$ cat src/rtl/iir_bist_sched.sv
// ============================================================================
// iir_bist_sched
// ----------------------------------------------------------------------------
// Built-in self-test scheduler for the on-chip IIR filter.
//
// A run drives NUM_VECTORS pseudo-random words from a 32-bit LFSR into the
// filter. Each word is held for SETTLE_CYCLES cycles so the filter can
// settle. The filter output is then folded into a 32-bit MISR. When the last
// vector has been captured, done rises and signature holds the final MISR
// value. One run therefore reduces to a single signature compare.
//
// Ports:
//   clk          in   1       clock, all logic on posedge
//   rst          in   1       synchronous, active-high reset
//   start        in   1       run request (see handshake note below)
//   inData       out  DATA_W  vector driven to the IIR input
//   outData      in   DATA_W  IIR filter output, sampled in CAPTURE
//   busy         out  1       run in progress
//   done         out  1       run complete, signature final
//   signature    out  DATA_W  MISR contents
//   golden_sig   in   DATA_W  expected signature (only with the macro below)
//   pass         out  1       final signature == golden_sig (macro only)
//   dbg_state    out  3       current FSM state, for checkers and debug
//
// Optional feature macro: IIR_BIST_GOLDEN_CMP_EN
//   When defined, the golden_sig input and the registered pass output are
//   added. When undefined, neither port exists and no comparator is built.
//
// Handshake (start/busy/done):
//   start is sampled on every posedge. It is accepted only in IDLE or DONE,
//   where busy=0. It is ignored while busy=1. On the accepting edge, done
//   drops and busy rises. busy stays high until the edge that raises done.
//   done then holds, together with a frozen signature, until the next
//   accepted start or until rst. rst has priority over start.
//
// dbg_state encoding: IDLE=0, APPLY=1, SETTLE=2, CAPTURE=3, DONE=4.
// ============================================================================
module iir_bist_sched #(
    parameter int                DATA_W        = 32,
    parameter int                SETTLE_CYCLES = 30,
    parameter int                NUM_VECTORS   = 16,
    parameter logic [DATA_W-1:0] SEED          = 32'h0000_0001
) (
    input  logic              clk,
    input  logic              rst,
    input  logic              start,
    output logic [DATA_W-1:0] inData,
    input  logic [DATA_W-1:0] outData,
    output logic              busy,
    output logic              done,
    output logic [DATA_W-1:0] signature,
`ifdef IIR_BIST_GOLDEN_CMP_EN
    input  logic [DATA_W-1:0] golden_sig,
    output logic              pass,
`endif
    output logic [2:0]        dbg_state
);

    // The settle counter runs up to SETTLE_CYCLES on the last SETTLE edge,
    // and the vector counter never exceeds NUM_VECTORS-1. Sizing both to
    // hold their full parameter value means neither counter can wrap.
    localparam int SC_W = $clog2(SETTLE_CYCLES + 1);
    localparam int VC_W = $clog2(NUM_VECTORS + 1);

    localparam logic [SC_W-1:0] SETTLE_LAST = SC_W'(SETTLE_CYCLES - 1);
    localparam logic [VC_W-1:0] VEC_LAST    = VC_W'(NUM_VECTORS - 1);

    typedef enum logic [2:0] {
        IDLE    = 3'd0,
        APPLY   = 3'd1,
        SETTLE  = 3'd2,
        CAPTURE = 3'd3,
        DONE    = 3'd4
    } state_t;

    state_t            state;
    logic [DATA_W-1:0] lfsr;
    logic [SC_W-1:0]   settle_cnt;
    logic [VC_W-1:0]   vec_cnt;
    logic [DATA_W-1:0] misr_next;

    // The LFSR and the MISR share one feedback polynomial, with taps at
    // bits 31, 21, 1 and 0. The taps are defined only for DATA_W = 32.
    function automatic logic [DATA_W-1:0] poly_shift(input logic [DATA_W-1:0] cur);
        return {cur[DATA_W-2:0], cur[31] ^ cur[21] ^ cur[1] ^ cur[0]};
    endfunction

    // MISR update for the CAPTURE edge. The same value is used both for the
    // signature register and for the golden compare, so pass matches the
    // signature that done presents.
    always_comb begin
        misr_next = poly_shift(signature) ^ outData;
    end

    assign dbg_state = state;

    always_ff @(posedge clk) begin
        if (rst) begin
            state      <= IDLE;
            inData     <= '0;
            busy       <= 1'b0;
            done       <= 1'b0;
            signature  <= '0;
            lfsr       <= SEED;
            settle_cnt <= '0;
            vec_cnt    <= '0;
`ifdef IIR_BIST_GOLDEN_CMP_EN
            pass       <= 1'b0;
`endif
        end else begin
            case (state)
                // IDLE and DONE accept start in the same way. A start in DONE
                // restarts the run. inData keeps its last vector until the
                // first APPLY of the new run.
                IDLE, DONE: begin
                    if (start) begin
                        state     <= APPLY;
                        signature <= '0;
                        lfsr      <= SEED;
                        vec_cnt   <= '0;
                        done      <= 1'b0;
                        busy      <= 1'b1;
`ifdef IIR_BIST_GOLDEN_CMP_EN
                        pass      <= 1'b0;
`endif
                    end
                end

                APPLY: begin
                    inData     <= lfsr;
                    settle_cnt <= '0;
                    state      <= SETTLE;
                end

                // The counter advances on every SETTLE edge, including the
                // edge that leaves SETTLE. This keeps the dwell at exactly
                // SETTLE_CYCLES cycles.
                SETTLE: begin
                    settle_cnt <= settle_cnt + SC_W'(1);
                    if (settle_cnt == SETTLE_LAST) begin
                        state <= CAPTURE;
                    end
                end

                CAPTURE: begin
                    signature <= misr_next;
                    lfsr      <= poly_shift(lfsr);
                    if (vec_cnt == VEC_LAST) begin
                        state <= DONE;
                        done  <= 1'b1;
                        busy  <= 1'b0;
`ifdef IIR_BIST_GOLDEN_CMP_EN
                        pass  <= (misr_next == golden_sig);
`endif
                    end else begin
                        vec_cnt <= vec_cnt + VC_W'(1);
                        state   <= APPLY;
                    end
                end

                default: begin
                    state <= IDLE;
                    busy  <= 1'b0;
                    done  <= 1'b0;
                end
            endcase
        end
    end

endmodule

$ cat config.mk
export PLATFORM = sky130hd
export DESIGN_NAME = iir_bist_sched
export DESIGN_NICKNAME = d
export VERILOG_FILES = /design/src/rtl/iir_bist_sched.sv
export SDC_FILE = /design/constraint.sdc
export NUM_CORES = 1
export LEC_CHECK = 0
export ABC_AREA = 1
export BUFFER_PORTS_ARGS = -buffer_cell sky130_fd_sc_hd__buf_4
export CORE_ASPECT_RATIO = 1.1
export CORE_MARGIN = 3
export CORE_UTILIZATION = 41
export DETAILED_ROUTE_END_ITERATION = 8
export GPL_ROUTABILITY_DRIVEN = 0
export PLACE_DENSITY = 0.62
export SYNTH_ARGS = -nofsm -noshare
export SYNTH_HDL_FRONTEND = slang
export SYNTH_SLANG_ARGS = --single-unit
$ cat constraint.sdc
create_clock -name clk -period 1.6 [get_ports clk]
set_input_delay 0.16 -clock clk [delete_from_list [all_inputs] [get_ports clk]]
set_output_delay 0.16 -clock clk [all_outputs]
set_load 0.02 [all_outputs]
### Word-level counts from Yosys, hierarchy flattened

Index checks and enable logic that the tools add are counted.

| word-level totals | value |
|---|---|
| register bits | 111 |
| input bits | 35 |
| output and inout port bits | 69 |
| word-level logic and storage cells | 55 |

| operators by class | value |
|---|---|
| add/sub/neg operators | 2 |
| eq/ne operators | 10 |
| mux-type cells | 18 |
| bitwise operators | 8 |
| reductions and logical operators | 9 |

Operators with widths:

| kind | number |
|---|---|
| $pmux W32 S2 | 2 |
| $mux W32 | 2 |
| $xor A32 B32 Y32 | 1 |
| $pmux W5 S2 | 2 |
| $pmux W3 S4 | 1 |
| $add A5 B1 Y5 const B | 2 |
| $mux W5 | 2 |
| $mux W3 | 3 |
| $ne A2 B2 Y1 const B | 4 |
| $eq A3 B2 Y1 const B | 2 |
| $pmux W1 S3 | 2 |
| $reduce_and A3 Y1 | 2 |
| $xor A1 B1 Y1 | 6 |
| $eq A5 B4 Y1 const B | 1 |
| $eq A5 B5 Y1 const B | 1 |
| $mux W1 | 4 |
| $reduce_and A2 Y1 | 2 |
| $reduce_bool A2 Y1 | 2 |
| $reduce_or A2 Y1 | 2 |
| $eq A3 B1 Y1 const B | 1 |
| $eq A3 B3 Y1 const B | 1 |
| $logic_not A3 Y1 | 1 |
| $not A1 Y1 | 1 |

### Depth between registers and ports, before layout

Gate-level depths: netlist of run 1.

| logic depth | value |
|---|---|
| depth in word-level cells | 5 |
| gate-level depth with buffers | 9 |
| depth with buffers taken out | 9 |

### Worst setup path after synthesis of run 1

OpenSTA, ideal clock, no wires.

| path | value |
|---|---|
| path kind | flip-flop to flip-flop |
| start point | register vec_cnt[0] |
| end point | register vec_cnt[1] |
| library setup time | 0.072 ns |
| data arrival time | 1.290 ns |
| required time | 1.528 ns |
| path slack | 0.238 ns |
| cell stages (with the launch flop) | 10 |
| path buffers | 0 |
| clock period less this slack | 1.362 ns |
| path through | dfxtp_1 ha_1 nand2_1 nor2_1 ha_1 nand2_1 nand2_1 nor2_2 nand3_1 a21oi_1 |

| on the way | value |
|---|---|
| longest elaborated chain between the ends | 3 |
| elaborated cells between the ends (all ways) | 6 |
| those cells by class | 1 x add/sub; 2 x eq/ne; 2 x mux; 1 x reduce/logical |

Ends and longest elaborated chain:

| item | line | RTL |
|---|---|---|
| start, declared | 79 | `logic [VC_W-1:0] vec_cnt;` |
| start signal, assigned | 156 | `vec_cnt <= vec_cnt + VC_W'(1);` |
| $add A5 B1 Y5 or $eq A5 B4 Y1 (tied branches) | 156, 148 |  |
| $mux W5 or $ne A2 B2 Y1 (tied branches) | - |  |
| $pmux W5 S2 or $reduce_and A3 Y1 (tied branches) | - |  |

Parallel ways exist; a longest one is shown, timed or not. The select of a mux whose other input is x is not followed.
A chain may end at the register's enable or synchronous reset.

### Worst setup path in the final report of run 1

Same ends and word-level chain as after synthesis.

==> results.md, run 1 <==
* Area of the mapped netlist at 4584 sq um
* Outcome: finished, final reports clean
* Int Power at 5.191 mW
* Slew @ Worst Pin at 0.4212 ns
* PwrDens at 1340 nW/um^2
* Vias per cell at 4.711
* Max incr delay on CP at 0.34 ns
* Most frequent cells in the layout: nand2_1, dfxtp_1, buf_4, nor2_1
* Dpl ws at 0.08496 ns
* RSZ-0062 raised after global routing: true
* Avg Cell Area, Syn at 8.043 sq um
* First-pass GRT wire length at 16740 um
* Drt first pass iters at 4
* Fin nets at 701
* # fillers at 1037
* CP cell instances: ha_1 -> nand2_1 -> nor2_1 -> ha_1 -> nand2_1 -> nand2_1 -> nor2_4 -> nand3_1 -> a21oi_1
* Full die area at 12490 sq um
* Yosys reg bits at 111
* Gate power share at 28.7%
* Clock power share at 29.1%
* # diodes at 0
* Syn nets at 609
* Worst skew pair latency at 0.35 ns
* Hold EP: lfsr[0]
* Area leader, netlist: dfxtp_1
* Clock root buffer: clkbuf_16
* Worst-path clk slew at 0.07 ns
* DRC viols at 0
* Fin Setup TNS at 0 ns
* Sequential share of power at 42.2%
* VDD IR max at 0.5776 mV
* Crit path launch type: register
* Met2 GRT Util at 28.38%
* Largest net degree at the start of global routing at 76
* Clock sinks at 111
* Most area-consuming cells after synthesis: dfxtp_1, nand2_1, a21oi_2, nor2_1, xor2_1
* Max frequency at 670.9 MHz
* Die X at 106.8 um
* Hold depth at 3
* Post-CTS Resized at 0
* Max-slew headroom at 71.92%
* CORE AREA at 10640 sq um
* Hold slack at 0.07976 ns
* Setup-failing EPs final at 0
* Reg2Reg Launch Point: vec_cnt[0]
* Final cell count without fillers at 810
* CP Capture Type: register
* Final worst slack at 0.1095 ns
* DR iter-0 viols at 129
* Initial Utilization at 43.10%
* Ys Warns at 0
* Die Span Y at 116.9 um
* Slowest library cell on the worst path: dfxtp_1
* Max Cap Viol at 0
* Final WL at 9982 um
* Boundary pin count at 104
* Row cnt at 39
* Num CTS Buffers at 9
* HP Start: start
* Hold Path Class: input pin to register
* Reg-to-Reg End: vec_cnt[1]
* Placed insts at 794
* Worst Path Max Fanout at 4
* Vias in the first global route at 3676
* Layout cells sized above 1 at 26.69%
* GRT met3 Usage at 4.334%
* Clock skew at 0.004643 ns
* Reg-to-reg slack, setup at 0.11 ns
* Max H-tree Level at 3
* Switching power of the nets at 2.578 mW
* GR Util All Layers at 16.55%
* Kind of critical path: register to register
* Cells after Synth at 570
* Grt ovf at 0
* CTS tree: built
* Max Slew Vio Count at 0
* Sequential element share of the synthesized area at 48.47%
* Final antenna-violating net count at 0
* Switching portion of total power at 33.18%
* Crit path time final at 1.491 ns
* Netlist cell types at 28
* Synthesis-to-finish area growth at 26.47%
* Hold Vio Cnt, Final at 0
* Commonest non-fill, non-tap cell in the layout: nand2_1
* Static leakage at 2.446 nW
* Crit share post-route at 93.16%
* GRT busiest layer: met2
* Via Count at 3816
* Detailed placer's ending HPWL at 6731 um
* Port buffer count at 103
* Top cell type's share of synthesized area at 48.47%
* Met1 Use GR at 19.62%
* Worst EP arrival at 1.77 ns
* Post-CTS Setup Inserts at 0
* R2R depth at 9
* Most frequent cell on the critical path: nand2_1
* Initial antenna violation count at 0
* CP Data Required Time at 1.88 ns
* Max clock buf depth at 2
* Wire per inst at 12.32 um
* Cts hold-fix bufs at 0
## power by group through the flow
stage | combinational [mW] | clock (mW) | sequential [mW]
after floorplan | 1.11 | 0 | 3.66
after global placement | 2.24 | 0 | 3.33
after detailed placement | 2.25 | 0 | 3.34
after CTS | 2.25 | 2.34 | 3.28
after global routing | 2.46 | 2.44 | 3.32
final | 2.23 | 2.26 | 3.28
## sequential cells by signal, indices dropped and copies added (netlist names)
name	flops
signature	32
busy	1
inData	32
dbg_state	3
vec_cnt	5
done	1
lfsr	32
settle_cnt	5
## worst max path at each step
| stage | from | endpoint | slack [ns] |
|---|---|---|---|
| after floorplan | vec_cnt[0] | vec_cnt[1] | 0.24 |
| after global placement | vec_cnt[0] | busy | 0.15 |
| after detailed placement | vec_cnt[0] | vec_cnt[1] | 0.08 |
| after CTS | vec_cnt[0] | vec_cnt[1] | 0.06 |
| after global routing | vec_cnt[0] | vec_cnt[1] | -0.02 |
| final | vec_cnt[0] | vec_cnt[1] | 0.11 |
## metrics by stage
step                      util [%]  power (mW)  area [sq um]
after floorplan                  -       4.769          4584
after global placement       51.61       5.562          5490
after global routing         54.50       8.217          5798
final                        54.50       7.769          5798
after detailed placement     51.61       5.587          5490
after CTS                    54.43       7.871          5791
## synthesized netlist by cell type
cell / count
ha_1: 4
a21oi_2: 38
xor2_1: 32
nor3_1: 2
nor3_4: 1
nand2_2: 2
buf_2: 13
inv_1: 15
a211oi_1: 2
nor2_2: 2
clkbuf_1: 8
nand2_1: 158
a21oi_1: 38
o21ai_0: 34
buf_1: 2
buf_6: 7
nand3b_1: 1
nand3_4: 1
dfxtp_1: 111
nor2_1: 77
inv_2: 5
nor3b_1: 1
nand3_2: 1
o22ai_1: 1
xnor2_1: 3
o21ai_1: 1
nand3_1: 9
inv_6: 1
## area by class of cell
| class | instances | area, sq um | area share, % |
|---|---|---|---|
| Sequential cell | 111 | 2225 | 38.37 |
| Multi-Input combinational cell | 408 | 2102 | 36.25 |
| Timing Repair Buffer | 111 | 908.4 | 15.67 |
| Tap cell | 143 | 178.9 | 3.086 |
| Inverter | 21 | 83.83 | 1.446 |
| Clock inverter | 4 | 53.80 | 0.9279 |
| Clock buffer | 12 | 246.5 | 4.251 |
## critical path, delay by kind of cell (launching register included)
family                     cells  cell delay, ns
AOI/OAI and AO/OA              1            0.12
adders and majority gates      2            0.41
DFF                            1            0.34
and+or+nand+nor                6            0.56
## kinds of logic after synthesis
family / after synthesis / share of synthesized area [%]
fa+ha+maj: 4 / 1.092
simple gates: 255 / 22.27
compound gates: 114 / 15.69
xor+xnor: 35 / 6.687
buf+inv: 51 / 5.786
flops: 111 / 48.47
## layer usage
layer / vias up / part of all wire (%) / routed length (um)
met4: 0 / 1.9 / 188
met1: 1725 / 46 / 4596
met2: 78 / 46 / 4625
li1: 2000 / - / -
met3: 13 / 5.7 / 571
met5: - / 0 / 0
No activity file was read; power rests on OpenSTA's default activity.
==> run 2, diff against run 1 <==
Settings changed: CORE_MARGIN 3 to 2.
==> run 2 against run 1 <==
  * Via count increased by 2.8%
  * Sequential cell count unchanged
  * Critical path depth decreased by 3
  * Clock-buffer cell count decreased by 3
  * Sequential power about the same
  * Global-route usage increased by 0.25 points
  * Register-to-register slack about the same
  * Routed wire length increased by 1.8%
  * Worst setup slack improved by 0.0033 ns
  * Non-clock buffer count decreased by 1
  * Critical endpoint is now signature[31]
==> results.md, run 2 (synthesized netlist as in run 1, its figures left out) <==
* Outcome: finished, final reports clean
* Max-slew headroom at 78.61% (+6.7 points)
* CP Capture Type: register
* Crit path launch type: register
* Clock skew at 0.008343 ns (+0.003699 ns)
* Drt first pass iters at 4 (unchanged)
* # diodes at 0 (unchanged)
* Worst EP arrival at 1.77 ns (about the same)
* Most frequent cells in the layout: nand2_1, dfxtp_1, buf_4, nor2_1
* Clock sinks at 111 (unchanged)
* Initial antenna violation count at 0 (unchanged)
* Slew @ Worst Pin at 0.3209 ns (-0.1003 ns)
* Final cell count without fillers at 814 (+0.49%)
* Max frequency at 672.4 MHz (+0.22%)
* Crit share post-route at 92.95% (-0.21 points)
* Total power at 7.615 mW (-2.0%)
* Clock root buffer: clkbuf_16
* Fin nets at 701 (unchanged)
* DR iter-0 viols at 127 (-1.6%)
* Initial Utilization at 42.02% (-1.1 points)
* Wire per inst at 12.48 um (+1.3%)
* Row cnt at 40 (+2.6%)
* Post-CTS Setup Inserts at 0 (unchanged)
* Max H-tree Level at 3 (unchanged)
* Biggest regs: inData x32, lfsr x32, signature x32
* Die Span Y at 114.9 um (-1.7%)
* Placed insts at 797 (+0.38%)
* Kind of critical path: register to register
* Setup-failing EPs final at 0 (unchanged)
* Worst skew pair latency at 0.35 ns (about the same)
* Max clock buf depth at 2 (unchanged)
* Max layer used: met4
* Post-CTS Resized at 0 (unchanged)
* Met2 wire length at 4815 um (+4.1%)
* Synthesis-to-finish area growth at 25.38%
* Grt ovf at 0 (unchanged)
* Port buffer count at 103 (unchanged)
* CP Data Required Time at 1.89 ns (about the same)
* Hold Vio Cnt, Final at 0 (unchanged)
* Vias per cell at 4.821 (+2.3%)
* Via Count at 3924 (+2.8%)
* First-pass GRT wire length at 16650 um (-0.54%)
* Vias in the first global route at 3707 (+0.84%)
* # fillers at 1069 (+3.1%)
* Static leakage at 2.428 nW (-0.74%)
* Detailed placer's ending HPWL at 6614 um (-1.7%)
* Hold Path Class: input pin to register
* Crit path time final at 1.487 ns (-0.003334 ns)
* Commonest non-fill, non-tap cell in the layout: nand2_1
* Max Cap Viol at 0 (unchanged)
* Final WL at 10160 um (+1.8%)
* PwrDens at 1325 nW/um^2 (-1.1%)
* Die X at 104.8 um (-1.9%)
* RSZ-0062 raised after global routing: true
* Full die area at 12040 sq um (-3.6%)
* Max Slew Vio Count at 0 (unchanged)
* Num CTS Buffers at 9 (unchanged)
* CTS tree: built
* VDD IR max at 0.4924 mV (-15%)
* Largest net degree at the start of global routing at 64 (-16%)
* CORE AREA at 10910 sq um (+2.6%)
* Worst-path clk slew at 0.08 ns (about the same)
* M1 WL at 4674 um (+1.7%)
* Post-Route Utilization at 52.68% (-1.8 points)
* Boundary pin count at 104 (unchanged)
* Layout cells sized above 1 at 26.84% (+0.15 points)
* Cts hold-fix bufs at 0 (unchanged)
* Worst Path Max Fanout at 31 (+27)
* DRC viols at 0 (unchanged)
* Post-DP Area at 5438 sq um (-0.96%)
* GR Util All Layers at 16.80% (+0.25 points)
* Final antenna-violating net count at 0 (unchanged)
* Design area at 5748 sq um (-0.86%)
* Routed met3 length at 464 um (-19%)
run 2: cell types whose count changed in the layout (fill, tap and decap cells not counted), moves of 2 or more:
| cell | before | now |
|---|---|---|
| inv_8 | 0 | 2 |
| dfxtp_2 | 2 | 0 |
| dfxtp_1 | 109 | 111 |
| buf_4 | 105 | 108 |
| buf_12 | 6 | 2 |
| clkbuf_1 | 2 | 0 |
run 2: power breakdown:
group | switching (mW) | total, mW | internal (mW)
clock network | 1.08 | 2.17 | 1.09
logic | 1.40 | 2.17 | 0.769
registers | 0.204 | 3.28 | 3.07
run 2: area by class of cell:
class	instances	area, sq um	area share, %
clock buffer	9	225.2	3.918
sequential	111	2222	38.66
timing repair inverter	1	8.758	0.1524
clock inverter	7	61.31	1.067
multi-input combinational	408	2105	36.61
inverter	21	91.34	1.589
timing repair buffer	110	850.8	14.80
tap	147	183.9	3.200
run 2: path summary, 6_finish.rpt:
path | startpoint | to | slack, ns | cells after the start
worst min-delay path | start | lfsr[0] | 0.09 | 3
worst min register to register | done | done | 0.46 | 2
worst max register to register | dbg_state[1] | signature[31] | 0.11 | 6
worst max-delay path | dbg_state[1] | signature[31] | 0.11 | 6
run 2: per-stage QoR:
step	hold slack (ns)	setup slack [ns]	TNS, ns
after floorplan	0.3005	0.2382	0
after global placement	0.4301	0.1103	0
after detailed placement	0.4355	0.06649	0
after CTS	0.07307	0.05157	0
after global routing	0.09506	-0.02403	-0.09674
final	0.09060	0.1128	0
run 2: critical path, cell delays in order, from the launching register on:
cell and delay [ns]:
dfxtp_1 0.49, nor2_1 0.13, nand2_1 0.11, nand2_2 0.17, inv_6 0.29, nand2_1 0.11
a21oi_2 0.12
run 2: metal layers:
layer,vias to the layer above,track usage [%]
met5,-,0
met4,0,8.000
met3,15,3.345
met2,86,29.05
met1,1823,20.16
li1,2000,-
